## config.mk

```make
export PLATFORM = sky130hd
export DESIGN_NAME = uart_tx_arbiter
export DESIGN_NICKNAME = d
export VERILOG_FILES = /design/src/rtl/uart_pkg.sv /design/src/rtl/rr_pick2.sv /design/src/rtl/uart_tx_arbiter.sv
export SDC_FILE = /design/constraint.sdc
export NUM_CORES = 1
export LEC_CHECK = 0
export ABC_AREA = 1
export BUFFER_PORTS_ARGS = -buffer_cell sky130_fd_sc_hd__buf_4
export CAP_MARGIN = 5
export CELL_PAD_IN_SITES_DETAIL_PLACEMENT = 0
export CELL_PAD_IN_SITES_GLOBAL_PLACEMENT = 1
export CORE_MARGIN = 5
export CORE_UTILIZATION = 27
export CTS_BUF_LIST = sky130_fd_sc_hd__clkbuf_4
export DETAILED_ROUTE_END_ITERATION = 8
export PLACE_DENSITY_LB_ADDON = 0.1
export SYNTH_ARGS = -nofsm -noshare
export SYNTH_HDL_FRONTEND = slang
export SYNTH_SLANG_ARGS = --single-unit
```

## constraint.sdc

```tcl
create_clock -name iclk -period 1.17 [get_ports iclk]
set_input_delay 0.234 -clock iclk [delete_from_list [all_inputs] [get_ports iclk]]
set_output_delay 0.234 -clock iclk [all_outputs]
set_load 0.05 [all_outputs]
```

## src/rtl/uart_pkg.sv

```systemverilog
// Shared FSM state type, defaults and the saturating counter helper for the UART transmit arbiter.
package uart_pkg;

  typedef enum logic [2:0] {
    ST_IDLE,
    ST_LAUNCH,
    ST_WAIT_BUSY,
    ST_WAIT_DONE,
    ST_GAP
  } arb_state_t;

  localparam int UART_DATA_W       = 8;
  localparam int UART_BUSY_TIMEOUT = 4;
  localparam int STAT_W            = 16;

  function automatic logic [STAT_W-1:0] sat_inc(input logic [STAT_W-1:0] v);
    return (v == '1) ? v : v + STAT_W'(1);
  endfunction

endpackage

```

## src/rtl/rr_pick2.sv

```systemverilog
// Combinational two-way round-robin pick: one-hot winner from two valid bits.
// last_gnt=1 means requester 1 won last, so requester 0 has priority on a tie.
module rr_pick2
  import uart_pkg::*;
(
  input  logic [1:0] valid,
  input  logic       last_gnt,
  output logic [1:0] pick
);

  always_comb begin
    pick = 2'b00;
    case (valid)
      2'b01:   pick = 2'b01;
      2'b10:   pick = 2'b10;
      2'b11:   pick = last_gnt ? 2'b01 : 2'b10;
      default: pick = 2'b00;
    endcase
  end

endmodule

```

## src/rtl/uart_tx_arbiter.sv

```systemverilog
// Round-robin arbiter sharing one UART transmitter between two requesters; per-requester stats built with UART_ARB_STATS_EN.
// Ready is combinational in IDLE with tx_trig one cycle later; requesters stall while a frame, gap or busy transmitter is pending.
module uart_tx_arbiter
  import uart_pkg::*;
#(
  parameter int DATA_W       = UART_DATA_W,
  parameter int GAP_CYCLES   = 0,
  parameter int BUSY_TIMEOUT = UART_BUSY_TIMEOUT
) (
  input  logic              iclk,
  input  logic              reset,
  input  logic              req0_valid,
  input  logic [DATA_W-1:0] req0_data,
  output logic              req0_ready,
  input  logic              req1_valid,
  input  logic [DATA_W-1:0] req1_data,
  output logic              req1_ready,
  output logic [DATA_W-1:0] tx_data,
  output logic              tx_trig,
  input  logic              tx_busy,
  output logic [1:0]        grant,
  output logic [15:0]       stat_cnt0,
  output logic [15:0]       stat_cnt1
);

  localparam logic [7:0] GAP_LAST = (GAP_CYCLES == 0) ? 8'd0 : 8'(GAP_CYCLES - 1);
  localparam logic [3:0] TO_LAST  = 4'(BUSY_TIMEOUT - 1);

  arb_state_t        state_q, state_d;
  logic [DATA_W-1:0] tx_data_q, tx_data_d;
  logic [1:0]        grant_q, grant_d;
  logic              last_gnt_q, last_gnt_d;
  logic [7:0]        gap_cnt_q, gap_cnt_d;
  logic [3:0]        wait_cnt_q, wait_cnt_d;
  logic [1:0]        pick;

  rr_pick2 u_pick (
    .valid    ({req1_valid, req0_valid}),
    .last_gnt (last_gnt_q),
    .pick     (pick)
  );

  always_comb begin
    state_d    = state_q;
    tx_data_d  = tx_data_q;
    grant_d    = grant_q;
    last_gnt_d = last_gnt_q;
    gap_cnt_d  = gap_cnt_q;
    wait_cnt_d = wait_cnt_q;
    req0_ready = 1'b0;
    req1_ready = 1'b0;
    tx_trig    = 1'b0;

    case (state_q)
      ST_IDLE: begin
        grant_d = 2'b00;
        if (!tx_busy && (pick != 2'b00)) begin
          req0_ready = pick[0];
          req1_ready = pick[1];
          tx_data_d  = pick[1] ? req1_data : req0_data;
          grant_d    = pick;
          last_gnt_d = pick[1];
          state_d    = ST_LAUNCH;
        end
      end
      ST_LAUNCH: begin
        tx_trig    = 1'b1;
        wait_cnt_d = 4'd0;
        state_d    = ST_WAIT_BUSY;
      end
      ST_WAIT_BUSY: begin
        if (tx_busy) begin
          state_d = ST_WAIT_DONE;
        end else if (wait_cnt_q == TO_LAST) begin
          // Byte is lost; still honour the inter-byte gap so the line settles.
          gap_cnt_d = 8'd0;
          if (GAP_CYCLES == 0) begin
            state_d = ST_IDLE;
            grant_d = 2'b00;
          end else begin
            state_d = ST_GAP;
          end
        end else begin
          wait_cnt_d = wait_cnt_q + 4'd1;
        end
      end
      ST_WAIT_DONE: begin
        if (!tx_busy) begin
          gap_cnt_d = 8'd0;
          if (GAP_CYCLES == 0) begin
            state_d = ST_IDLE;
            grant_d = 2'b00;
          end else begin
            state_d = ST_GAP;
          end
        end
      end
      ST_GAP: begin
        if (gap_cnt_q == GAP_LAST) begin
          state_d = ST_IDLE;
          grant_d = 2'b00;
        end else begin
          gap_cnt_d = gap_cnt_q + 8'd1;
        end
      end
      default: begin
        state_d = ST_IDLE;
        grant_d = 2'b00;
      end
    endcase

    // A requester must never see a handshake while the arbiter is being reset.
    if (reset) begin
      req0_ready = 1'b0;
      req1_ready = 1'b0;
    end
  end

  always_ff @(posedge iclk) begin
    if (reset) begin
      state_q    <= ST_IDLE;
      tx_data_q  <= '0;
      grant_q    <= 2'b00;
      last_gnt_q <= 1'b1;
      gap_cnt_q  <= 8'd0;
      wait_cnt_q <= 4'd0;
    end else begin
      state_q    <= state_d;
      tx_data_q  <= tx_data_d;
      grant_q    <= grant_d;
      last_gnt_q <= last_gnt_d;
      gap_cnt_q  <= gap_cnt_d;
      wait_cnt_q <= wait_cnt_d;
    end
  end

  assign tx_data = tx_data_q;
  assign grant   = grant_q;

`ifdef UART_ARB_STATS_EN
  logic [15:0] cnt0_q, cnt0_d;
  logic [15:0] cnt1_q, cnt1_d;
  logic        byte_done;

  // Only bytes that actually went out on the line are counted.
  always_comb begin
    byte_done = (state_q == ST_WAIT_DONE) && !tx_busy;
    cnt0_d    = cnt0_q;
    cnt1_d    = cnt1_q;
    if (byte_done && grant_q[0]) cnt0_d = sat_inc(cnt0_q);
    if (byte_done && grant_q[1]) cnt1_d = sat_inc(cnt1_q);
  end

  always_ff @(posedge iclk) begin
    if (reset) begin
      cnt0_q <= 16'd0;
      cnt1_q <= 16'd0;
    end else begin
      cnt0_q <= cnt0_d;
      cnt1_q <= cnt1_d;
    end
  end

  assign stat_cnt0 = cnt0_q;
  assign stat_cnt1 = cnt1_q;
`else
  assign stat_cnt0 = 16'd0;
  assign stat_cnt1 = 16'd0;
`endif

endmodule

```

* Word level (Yosys, flattened, before mapping)
Cells that the tools add are included.
Operators by class: add/subtract/negate cells 2, multiply operators 0, divide/modulo/power cells 0, magnitude comparators 0, eq/ne operators 16, shifts and indexed selects 0, multiplexer cells 30, bitwise gates (word level) 1, reduce and logical (&&, ||, !) cells 12
Operators by type and width (number):
- 2-to-1 mux 8 bit | 5
- case mux 8 bit (3 select lines) | 1
- 2-to-1 mux 3 bit | 5
- case mux 3 bit (5 select lines) | 1
- != test 2 bit, second input constant | 7
- 2-to-1 mux 2 bit | 6
- case mux 2 bit (5 select lines) | 1
- AND reduction 5 bit | 2
- adder 8 x 1 -> 8 bit, second input constant | 1
- logical NOT 8 bit | 1
- 2-to-1 mux 4 bit | 2
- case mux 4 bit (2 select lines) | 1
- 2-to-1 mux 1 bit | 7
- == test 3 x 2 -> 1 bit, second input constant | 2
- case mux 2 bit (3 select lines) | 1
- adder 4 x 1 -> 4 bit, second input constant | 1
- == test 2 bit, second input constant | 2
- == test 4 x 2 -> 1 bit, second input constant | 1
- AND reduction 4 bit | 1
- nonzero test 2 bit | 2
- == test 3 x 1 -> 1 bit, second input constant | 1
- == test 3 bit, second input constant | 1
- logical NOT 3 bit | 1
- != test 3 bit, second input constant | 1
- 7 further kinds | 7
Storage, ports and cells: register bits 26, bits in latches 0, bits in writable memories 0, memory bits (read-only) 0, output and inout port bits 45, memories 0

* Longest topological paths before layout
Gate-level depths: netlist (run 1).
depth in word-level cells 7, mapped depth 8, depth with buffers taken out 8

* By module
Synthesis (run 1) repeated with hierarchy kept, for this count alone.
Second synthesis, totals: cells, all modules 182, area, all modules 1242.4 µm²
Modules (own cells, without submodules):
- uart_tx_arbiter | times used 1, cells each 177, area an instance 1221.2 µm²
- rr_pick2 | times used 1, cells each 5, area an instance 21.3 µm²

* Worst setup path before layout (run 1)
Ideal clock, no wire load.
kind register -> output, from register state_q[0], to output port req1_ready, arrival time 1.514 ns, path slack -0.578 ns, stages on the path, launching flop included 7, path buffers 1, path through dfxtp_1 -> nor2_2 -> inv_1 -> nor2_2 -> buf_6 -> nand3_4 -> nor2_1
On the way: cells in the longest elaborated chain, start to end 3
Ends and longest elaborated chain:
- from (decl) | RTL line uart_tx_arbiter.sv:29 | arb_state_t state_q, state_d;
- from (signal assigned) | RTL line uart_tx_arbiter.sv:128 | state_q <= state_d;
- logical NOT 3 bit | RTL line uart_tx_arbiter.sv:54 | case (state_q)
- 2-to-1 mux 1 bit | RTL line uart_tx_arbiter.sv:54
- 2-to-1 mux 1 bit | RTL line uart_tx_arbiter.sv:113 | if (reset) begin
- to (decl) | RTL line uart_tx_arbiter.sv:17 | output logic req1_ready,
Every way passes these cells.

* Final worst setup path (run 1)
from register state_q[0], to output port req0_ready
On the way: cells in the longest elaborated chain, start to end 3
Ends and longest elaborated chain:
- logical NOT 3 bit | RTL line uart_tx_arbiter.sv:54
- 2-to-1 mux 1 bit | RTL line uart_tx_arbiter.sv:54
- 2-to-1 mux 1 bit | RTL line uart_tx_arbiter.sv:113
- to (decl) | RTL line uart_tx_arbiter.sv:14 | output logic req0_ready,
Every way passes these cells.

==> metrics.txt, run 1 <==
DP Cell Count 272; DR WL/cell ~11 um; Core Box Area between 4000 and 5000 um^2; WL final 2.99 mm; 1st-iter DRT viols 34; worst setup margin -0.353 ns; Initial Util 27.6%; ratio of cells with drive above 1 in the final layout 37.0%; # IOs 66; yosys warns 0; Fin. Hold Viols 0; synth-to-layout area growth 37.0%; post-synthesis async set-or-reset flop share 0%; min Tclk post-route 1.52 ns; CTS Root Buffer Type clkbuf_4; NumNets Final 253; Leakage 0.846 nW; antenna violations before repair 0; max-cap violations 0; Crit. End Element primary output; Seq/Total Area, Yosys between 20% and 30%; reg2reg end last_gnt_q; pwr/cell area slightly above 2000 nW/um^2; TritonCTS clock tree yes; Post-Syn Area per Cell 6.66 um^2; non-filler cells, final 282; Top FF cell, synth dfxtp_1; first-pass GRT wire length 5.11 mm; Yosys reg bits 17; row count 24; fin crit share 130%; IO Port Bufs 33; Final setup viols 16; Post-synth EDFFs 0; CP arrival 1.29 ns; Syn Inst Count 178; worst hold path type in -> reg; die height 76.3 um; top cells by area in the synthesized netlist dfxtp_1 (29%), buf_4 (21%), nand2_1 (18%), nand3_1 (6.8%), inv_1 (4.1%); clk_skew 0.00440 ns; CTS Buf Count 3; final slew viol count 0; Hold Path Depth 2; Synth area leader dfxtp_1; status complete, but fails checks; top post-synthesis cells by count nand2_1 (56), buf_4 (33), dfxtp_1 (17); VDD IR max 0.000580 V; RSZ-0062 raised after global routing true; Placer Congestion 0.736; most numerous cell in the Yosys netlist nand2_1; vias per inst about 4; r2r setup slk -0.13 ns; WP data required 0.94 ns; CP Launch Type flip-flop; Clock Sinks 17; Vias between 1000 and 1500; clk buf depth 2; total grt overflow 0; DP Worst Slack -0.273 ns; Hold Path Sink grant[1]; Antenna Nets Post-Route 0; CTS H-tree lvls 1; Clk Latency, worst-skew pair 0.29 ns; crit path kind reg -> out; R2R cell count 9; crit path max fanout 3; hold_buf cts 0; clk slew on worst S/H paths 0.11 ns; overall routing resource usage 10.4%; hold path startpoint reset; synth unique cells 22; diode count 0; hpwl dp 2.39 mm; vias in the first global route 1143; pin count of the biggest net entering global routing 14; Reg2Reg Launch Point state_q[0]; Synth top area share 28.7%; Fill cells 470; maximum clock frequency 657 MHz; residual DRC count 0; Die Wd about 76 um; failing checks setup timing; Die Footprint 5820 um^2; DR pass1 iterations 4; Netlist Area Pre-Place 1190 um^2
-- how the worst max path moves through the flow --
stage | startpoint | to | slack [ns] | cells after the start
floorplan | state_q[1] | req1_ready | -0.19 | 6
global placement | tx_busy | req0_ready | -0.26 | 7
detailed placement | tx_busy | req0_ready | -0.27 | 7
CTS | state_q[0] | req0_ready | -0.41 | 6
global route | state_q[0] | req0_ready | -0.43 | 6
finish | state_q[0] | req0_ready | -0.35 | 6
-- timing repair --
item | CTS | global route
gates cloned | 1 | 0
buffers inserted | 2 | 4
setup endpoints to repair | 16 | 19
pin swaps | 7 | 5
resized for setup | 21 | 7
-- worst max-delay path, stage by stage, from the launching register on --
cell     delay (ns)
dfxtp_2        0.35
nor2_4         0.11
inv_2          0.05
nor2_4         0.13
nand2_2        0.09
nor2_4         0.10
buf_8          0.15
-- power by group --
part | leakage [nW] | switching, mW | total, mW | internal (mW)
Sequential | 0.140 | 0.113 | 0.858 | 0.745
Clock | 0.0184 | 0.196 | 0.352 | 0.156
Combinational | 0.688 | 1.34 | 2.15 | 0.803
Total | 0.846 | 1.65 | 3.36 | 1.70
-- stage by stage --
step	total power, mW	utilization, %	hold slack (ns)	area [um^2]	setup TNS [ns]
6_report	3.36	37.8	0.223	1630	-1.85
5_1_grt	3.62	37.8	0.210	1630	-3.11
4_1_cts	3.31	36.9	0.203	1580	-1.59
3_5_place_dp	2.69	34.2	0.457	1470	-2.52
3_3_place_gp	2.66	34.2	0.451	1470	-2.10
2_1_floorplan	2.26	-	0.296	1320	-0.352
-- flip-flops by register name (all words and copies together), names as in the netlist --
name,count
grant,2
last_gnt_q,1
state_q,2
tx_data,8
wait_cnt_q,4
-- cell usage in the layout (no fill, tap or decap), drive strengths merged --
cell type / instances
dfxtp: 17
nand3: 17
inv: 15
o21ai: 2
nor2: 15
or2: 1
nand4: 1
ha: 1
nand2: 62
a21oi: 10
conb: 32
clkbuf: 4
buf: 52
a21boi: 1
-- per-layer routing --
metal / vias up / global-route usage [%] / routed length (um)
met2: 36 / 18.1 / 1500
met1: 497 / 12.0 / 1280
met4: 0 / 2.45 / 14
met3: 2 / 3.90 / 203
li1: 589 / - / -
met5: - / 0 / 0
-- area by class of cell --
class                      instances  area [um^2]  share of cell area, %
timing repair buffer              52          420                   25.9
multi-input combinational        142          703                   43.3
clock buffer                       4         30.0                   1.85
sequential                        17          343                   21.1
tap                               52         65.1                   4.00
inverter                          15         63.8                   3.93
-- cells by family (layout without fill, tap and decap cells) --
kind of cell / after synthesis / count (layout) / synth area share, %
flops: 17 / 17 / 28.7
compound gates: 13 / 13 / 6.65
other cells: 1 / 32 / 0.316
buf+inv: 50 / 71 / 26.9
simple gates: 96 / 96 / 36.4
fa+ha+maj: 1 / 1 / 1.05
Power figures use the tool's default switching activity.
==> inputs of run 2 (changes only) <==
==> constraint.sdc (replaced) <==
create_clock -name iclk -period 1.17 [get_ports iclk]
set_input_delay 0.117 -clock iclk [delete_from_list [all_inputs] [get_ports iclk]]
set_output_delay 0.117 -clock iclk [all_outputs]
set_load 0.05 [all_outputs]
==> run 2 against run 1 <==
Sequential cell count unchanged. Highest routed layer unchanged. First-iteration DRC count up 2.9%. Critical path depth unchanged. Sequential share of layout area up 0.17 points. The flow still finishes with violations (setup timing).
==> metrics.txt, run 2 (synthesis results as in run 1) <==
final slew viol count 0 (unchanged); fin crit share 120% (was 130%); crit path kind reg -> out (unchanged); RSZ-0062 raised after global routing true (unchanged); overall routing resource usage 10.1% (was 10.4%); Clock Power Share 10.2% (was 10.5%); Critical Path Sink req1_ready (was req0_ready); crit path max fanout 3 (unchanged); Finished Cell Area 1620 um^2 (was 1630 um^2); Vias 1093 (was 1124); status complete, but fails checks (unchanged); reg2reg end last_gnt_q (unchanged); clk_skew 0.00108 ns (was 0.00440 ns); CTS Buf Count 3 (unchanged); CTS Root Buffer Type clkbuf_4 (unchanged); most frequent cells in the layout nand2_1 (54), buf_4 (47), conb_1 (32) (unchanged); maximum clock frequency 711 MHz (was 657 MHz); synth-to-layout area growth 36.9% (was 37.0%); Placer Congestion 0.746 (was 0.736); vias per inst 3.88 (was 3.99); VDD IR max 0.000683 V (was 0.000580 V); worst hold path type in -> reg (unchanged); Clock Sinks 17 (unchanged); max reg flops 8 (unchanged); vias in the first global route 1098 (was 1143); antenna violations before repair 0 (unchanged); # IOs 66 (unchanged); PnR Total Power 3.31 mW (was 3.36 mW); WL final 2.94 mm (was 2.99 mm); Die Wd 76.3 um (unchanged); setup TNS -0.884 ns (was -1.85 ns); clk slew on worst S/H paths 0.10 ns (was 0.11 ns); DR pass1 iterations 4 (unchanged); NumNets Final 253 (unchanged); Crit. End Element primary output (unchanged); residual DRC count 0 (unchanged); Leakage 0.846 nW (about the same); Die Footprint 5820 um^2 (unchanged); first-pass GRT wire length 4.97 mm (was 5.11 mm); Core Box Area 4290 um^2 (unchanged); total grt overflow 0 (unchanged); pin count of the biggest net entering global routing 14 (unchanged); Area after DPL 1480 um^2 (was 1470 um^2); pwr/cell area 2040 nW/um^2 (was 2060 nW/um^2); Reg2Reg Launch Point state_q[0] (unchanged); CP Launch Type flip-flop (unchanged); WP data required 1.05 ns (was 0.94 ns); R2R cell count 8 (was 9); CTS H-tree lvls 1 (unchanged); failing checks setup timing (unchanged); hpwl dp 2.38 mm (was 2.39 mm); 1st-iter DRT viols 35 (was 34); Clk Latency, worst-skew pair 0.28 ns (was 0.29 ns); TritonCTS clock tree yes (unchanged); CP arrival 1.29 ns (about the same); Pint 1.69 mW (was 1.70 mW); Final setup viols 17 (was 16); IO Port Bufs 33 (unchanged); diode count 0 (unchanged); non-filler cells, final 282 (unchanged); row count 24 (unchanged); switch share 48.9% (was 49.2%); Antenna Nets Post-Route 0 (unchanged); hold_buf cts 0 (unchanged); die height 76.3 um (unchanged); DP Cell Count 273 (was 272); max-cap violations 0 (unchanged); Seq pwr share 25.8% (was 25.6%); Initial Util 27.6% (unchanged); Critical Path Source state_q[0] (unchanged); min Tclk post-route 1.41 ns (was 1.52 ns); most common library cell in the layout ignoring fill and taps nand2_1 (unchanged); worst setup margin -0.236 ns (was -0.353 ns); r2r setup slk -0.06 ns (was -0.13 ns); Comb pwr share 64.0% (was 63.9%); DR WL/cell 10.4 um (was 10.6 um); P_sw 1.62 mW (was 1.65 mW); hold path startpoint reset (unchanged); clk buf depth 2 (unchanged); ratio of cells with drive above 1 in the final layout 37.0% (unchanged); Fin. Hold Viols 0 (unchanged)
-- run 2: worst min path at each step --
stage / to / slack [ns] / depth (start not counted)
after global routing: grant[0] / 0.10 / 2
after CTS: grant[1] / 0.09 / 2
final: grant[0] / 0.12 / 2
after floorplan: grant[1] / 0.18 / 1
after detailed placement: grant[1] / 0.42 / 2
after global placement: grant[1] / 0.42 / 2
-- run 2: layout make-up --
| type | count | area [um^2] |
|---|---|---|
| multi-input combinational | 142 | 703 |
| inverter | 15 | 63.8 |
| fill | 492 | 2670 |
| clock buffer | 4 | 30.0 |
| timing repair buffer | 52 | 417 |
| tap | 52 | 65.1 |
| sequential | 17 | 345 |
-- run 2: critical path, cell delays in order, from the launching register on --
cell and delay, ns:
dfxtp_2 0.35, nor2_4 0.11, inv_2 0.05, nor2_4 0.15, nand3_4 0.10, nor2_4 0.08
buf_6 0.16
-- run 2: stage by stage --
stage	worst slack (ns)	hold WS [ns]	util, %
floorplan	-0.0700	0.179	-
global placement	-0.0347	0.417	34.4
detailed placement	-0.0948	0.420	34.4
CTS	-0.279	0.0920	36.2
global route	-0.344	0.102	37.8
finish	-0.236	0.117	37.8
-- run 2: per-layer routing --
layer  wire length, um  up-vias  track usage, %
met3               243        2            4.02
met5                 0        -               0
met2              1430       30            17.9
met4                18        0            3.15
met1              1240      469            10.9
li1                  -      592               -
-- run 2: timing repair --
item                                    4_1_cts  5_1_grt
pin swaps                                     2       11
endpoints found under the setup margin       16       20
gates cloned                                  0        0
buffers inserted                              2        4
resized for setup                            14       11
-- run 2: power by group through the flow --
stage | logic, mW | clock network (mW) | registers (mW)
3_3_place_gp | 1.81 | 0 | 0.853
5_1_grt | 2.34 | 0.394 | 0.875
2_1_floorplan | 1.23 | 0 | 1.04
6_report | 2.12 | 0.338 | 0.855
3_5_place_dp | 1.83 | 0 | 0.852
4_1_cts | 1.98 | 0.367 | 0.838
==> inputs of run 3 (changes only) <==
- PLACE_DENSITY: not set -> 0.78
- PLACE_DENSITY_LB_ADDON: 0.1 -> not set
==> run 3 against run 2 <==
The run still ends with setup timing left. Fmax up 1.9%. Utilization decreased by 1.1 points. Global-route usage fell by 1.3 points. Cell count shrank 2.1%. Via count fell by 1.4%. Clock power fell by 7.4%. Wire length fell by 10%. Worst hold slack worse by 0.013 ns. Final area fell by 2.9%. Register-to-register slack gained 0.02 ns. First-iteration DRC count decreased by 29%. Clock skew up 0.0032 ns. Largest power group unchanged.
==> metrics.txt, run 3 (synthesis results as in run 1) <==
status complete, but fails checks (unchanged); failing checks setup timing (unchanged); clk_skew 0.00432 ns (was 0.00108 ns); vias per inst 3.91 (was 3.88); total grt overflow 0 (unchanged); CTS Root Buffer Type clkbuf_4 (unchanged); R2R cell count 8 (unchanged); fin crit share 118% (was 120%); reg2reg end wait_cnt_q[2] (was last_gnt_q); WP data required 1.05 ns (about the same); Clock Sinks 17 (unchanged); RSZ-0062 raised after global routing true (unchanged); pwr/cell area 2020 nW/um^2 (was 2040 nW/um^2); Initial Util 27.6% (unchanged); Largest delay share family, worst path simple AND/OR/NAND/NOR gates (unchanged); final slew viol count 0 (unchanged); TritonCTS clock tree yes (unchanged); Die Wd 76.3 um (unchanged); worst hold path type in -> reg (unchanged); Core Box Area 4290 um^2 (unchanged); Layout Utilization 36.7% (was 37.8%); NumNets Final 247 (was 253); IO Port Bufs 33 (unchanged); max-cap violations 0 (unchanged); hpwl dp 2.17 mm (was 2.38 mm); slowest CP cell dfxtp_2 (unchanged); WL final 2.64 mm (was 2.94 mm); grt peak-use layer met2 (unchanged); overall routing resource usage 8.79% (was 10.1%); GRT met3 Usage 3.78% (was 4.02%); Fin. Hold Viols 0 (unchanged); die height 76.3 um (unchanged); max reg flops 8 (unchanged); crit-path cells nor2_4 -> inv_2 -> nor2_4 -> nand3_4 -> nor2_4 -> buf_8 (was nor2_4 -> inv_2 -> nor2_4 -> nand3_4 -> nor2_4 -> buf_6); CTS Buf Count 3 (unchanged); M1 GR Usage 10.5% (was 10.9%); hold path startpoint reset (unchanged); maximum clock frequency 725 MHz (was 711 MHz); residual DRC count 0 (unchanged); Antenna Nets Post-Route 0 (unchanged); Leakage 0.817 nW (was 0.846 nW); min Tclk post-route 1.38 ns (was 1.41 ns); ratio of cells with drive above 1 in the final layout 35.3% (was 37.0%); CP arrival 1.26 ns (was 1.29 ns); Placer Congestion 0.732 (was 0.746); most common library cell in the layout ignoring fill and taps nand2_1 (unchanged); Final setup viols 7 (was 17); antenna violations before repair 0 (unchanged); Hold Path Sink grant[1] (was grant[0]); Die Footprint 5820 um^2 (unchanged); CTS H-tree lvls 1 (unchanged); DP Worst Slack -0.142 ns (was -0.0948 ns); Crit. End Element primary output (unchanged); VDD IR max 0.000551 V (was 0.000683 V); worst path bufs/invs 2 (unchanged); hold_buf cts 0 (unchanged); Vias 1078 (was 1093); synth-to-layout area growth 32.9% (was 36.9%); # IOs 66 (unchanged); M2 GR Usage 13.7% (was 17.9%); setup TNS -0.580 ns (was -0.884 ns); most frequent cells in the layout nand2_1 (54), buf_4 (42), conb_1 (32) (was nand2_1 (54), buf_4 (47), conb_1 (32)); pin count of the biggest net entering global routing 14 (unchanged); row count 24 (unchanged); DR pass1 iterations 4 (unchanged); most repeated library cell on the critical path nor2_4 (unchanged); DR WL/cell 9.57 um (was 10.4 um); Clk Latency, worst-skew pair 0.29 ns (was 0.28 ns); slowest stage delay, CP 0.35 ns (about the same); first-pass GRT wire length 4.30 mm (was 4.97 mm); Reg2Reg Launch Point state_q[1] (was state_q[0]); vias in the first global route 1013 (was 1098); clk slew on worst S/H paths 0.10 ns (about the same); crit path kind reg -> out (unchanged); worst setup margin -0.210 ns (was -0.236 ns); r2r setup slk -0.04 ns (was -0.06 ns); diode count 0 (unchanged); 1st-iter DRT viols 25 (was 35); CP Launch Type flip-flop (unchanged); clk buf depth 2 (unchanged); crit path max fanout 3 (unchanged); Hold Path Depth 2 (unchanged)
## run 3: routing by layer
metal	share of wire, %	wire [um]
met5	0	0
met4	1.0	27
met3	10	264
met2	48	1280
met1	41	1080
## run 3: power by group
part	switching [mW]	internal, mW	leakage (nW)
sequential	0.108	0.751	0.140
clock	0.186	0.127	0.0177
combinational	1.30	0.717	0.659
## run 3: worst max path at each step
stage                     startpoint    endpoint  slack (ns)  cells past startpoint
after floorplan           state_q[1]  req1_ready       -0.07                      6
after global placement       tx_busy  last_gnt_q       -0.10                      9
after detailed placement     tx_busy  last_gnt_q       -0.14                      9
after CTS                 state_q[0]  req1_ready       -0.26                      6
after global routing      state_q[0]  req1_ready       -0.31                      6
final                     state_q[0]  req1_ready       -0.21                      6
## run 3: repair_timing
item | in CTS | in global routing
endpoints found under the hold margin | 0 | 0
setup endpoints to repair | 13 | 18
resized for setup | 16 | 9
buffers inserted | 1 | 0
cloned | 0 | 0
pin swaps | 5 | 2
## run 3: area by class of cell
class                      instances  area (um^2)
tap                               52         65.1
clock buffer                       3         22.5
timing repair buffer              46          368
multi-input combinational        142          707
sequential                        17          345
fill                             484         2720
clock inverter                     1         5.00
inverter                          15         63.8
## run 3: worst reg2reg max path, delay by kind of cell, from the launching register on
kind / cells / cell delay [ns]
buf+inv: 2 / 0.15
flops: 1 / 0.38
simple gates: 6 / 0.58
## run 3: through the flow
stage	cell area [um^2]	hold WS (ns)	power, mW	instances
final	1580	0.104	3.19	276
after global routing	1580	0.0981	3.48	276
after detailed placement	1470	0.420	2.67	272
after CTS	1540	0.0995	3.13	276
after floorplan	1320	0.179	2.26	209
after global placement	1470	0.417	2.67	272
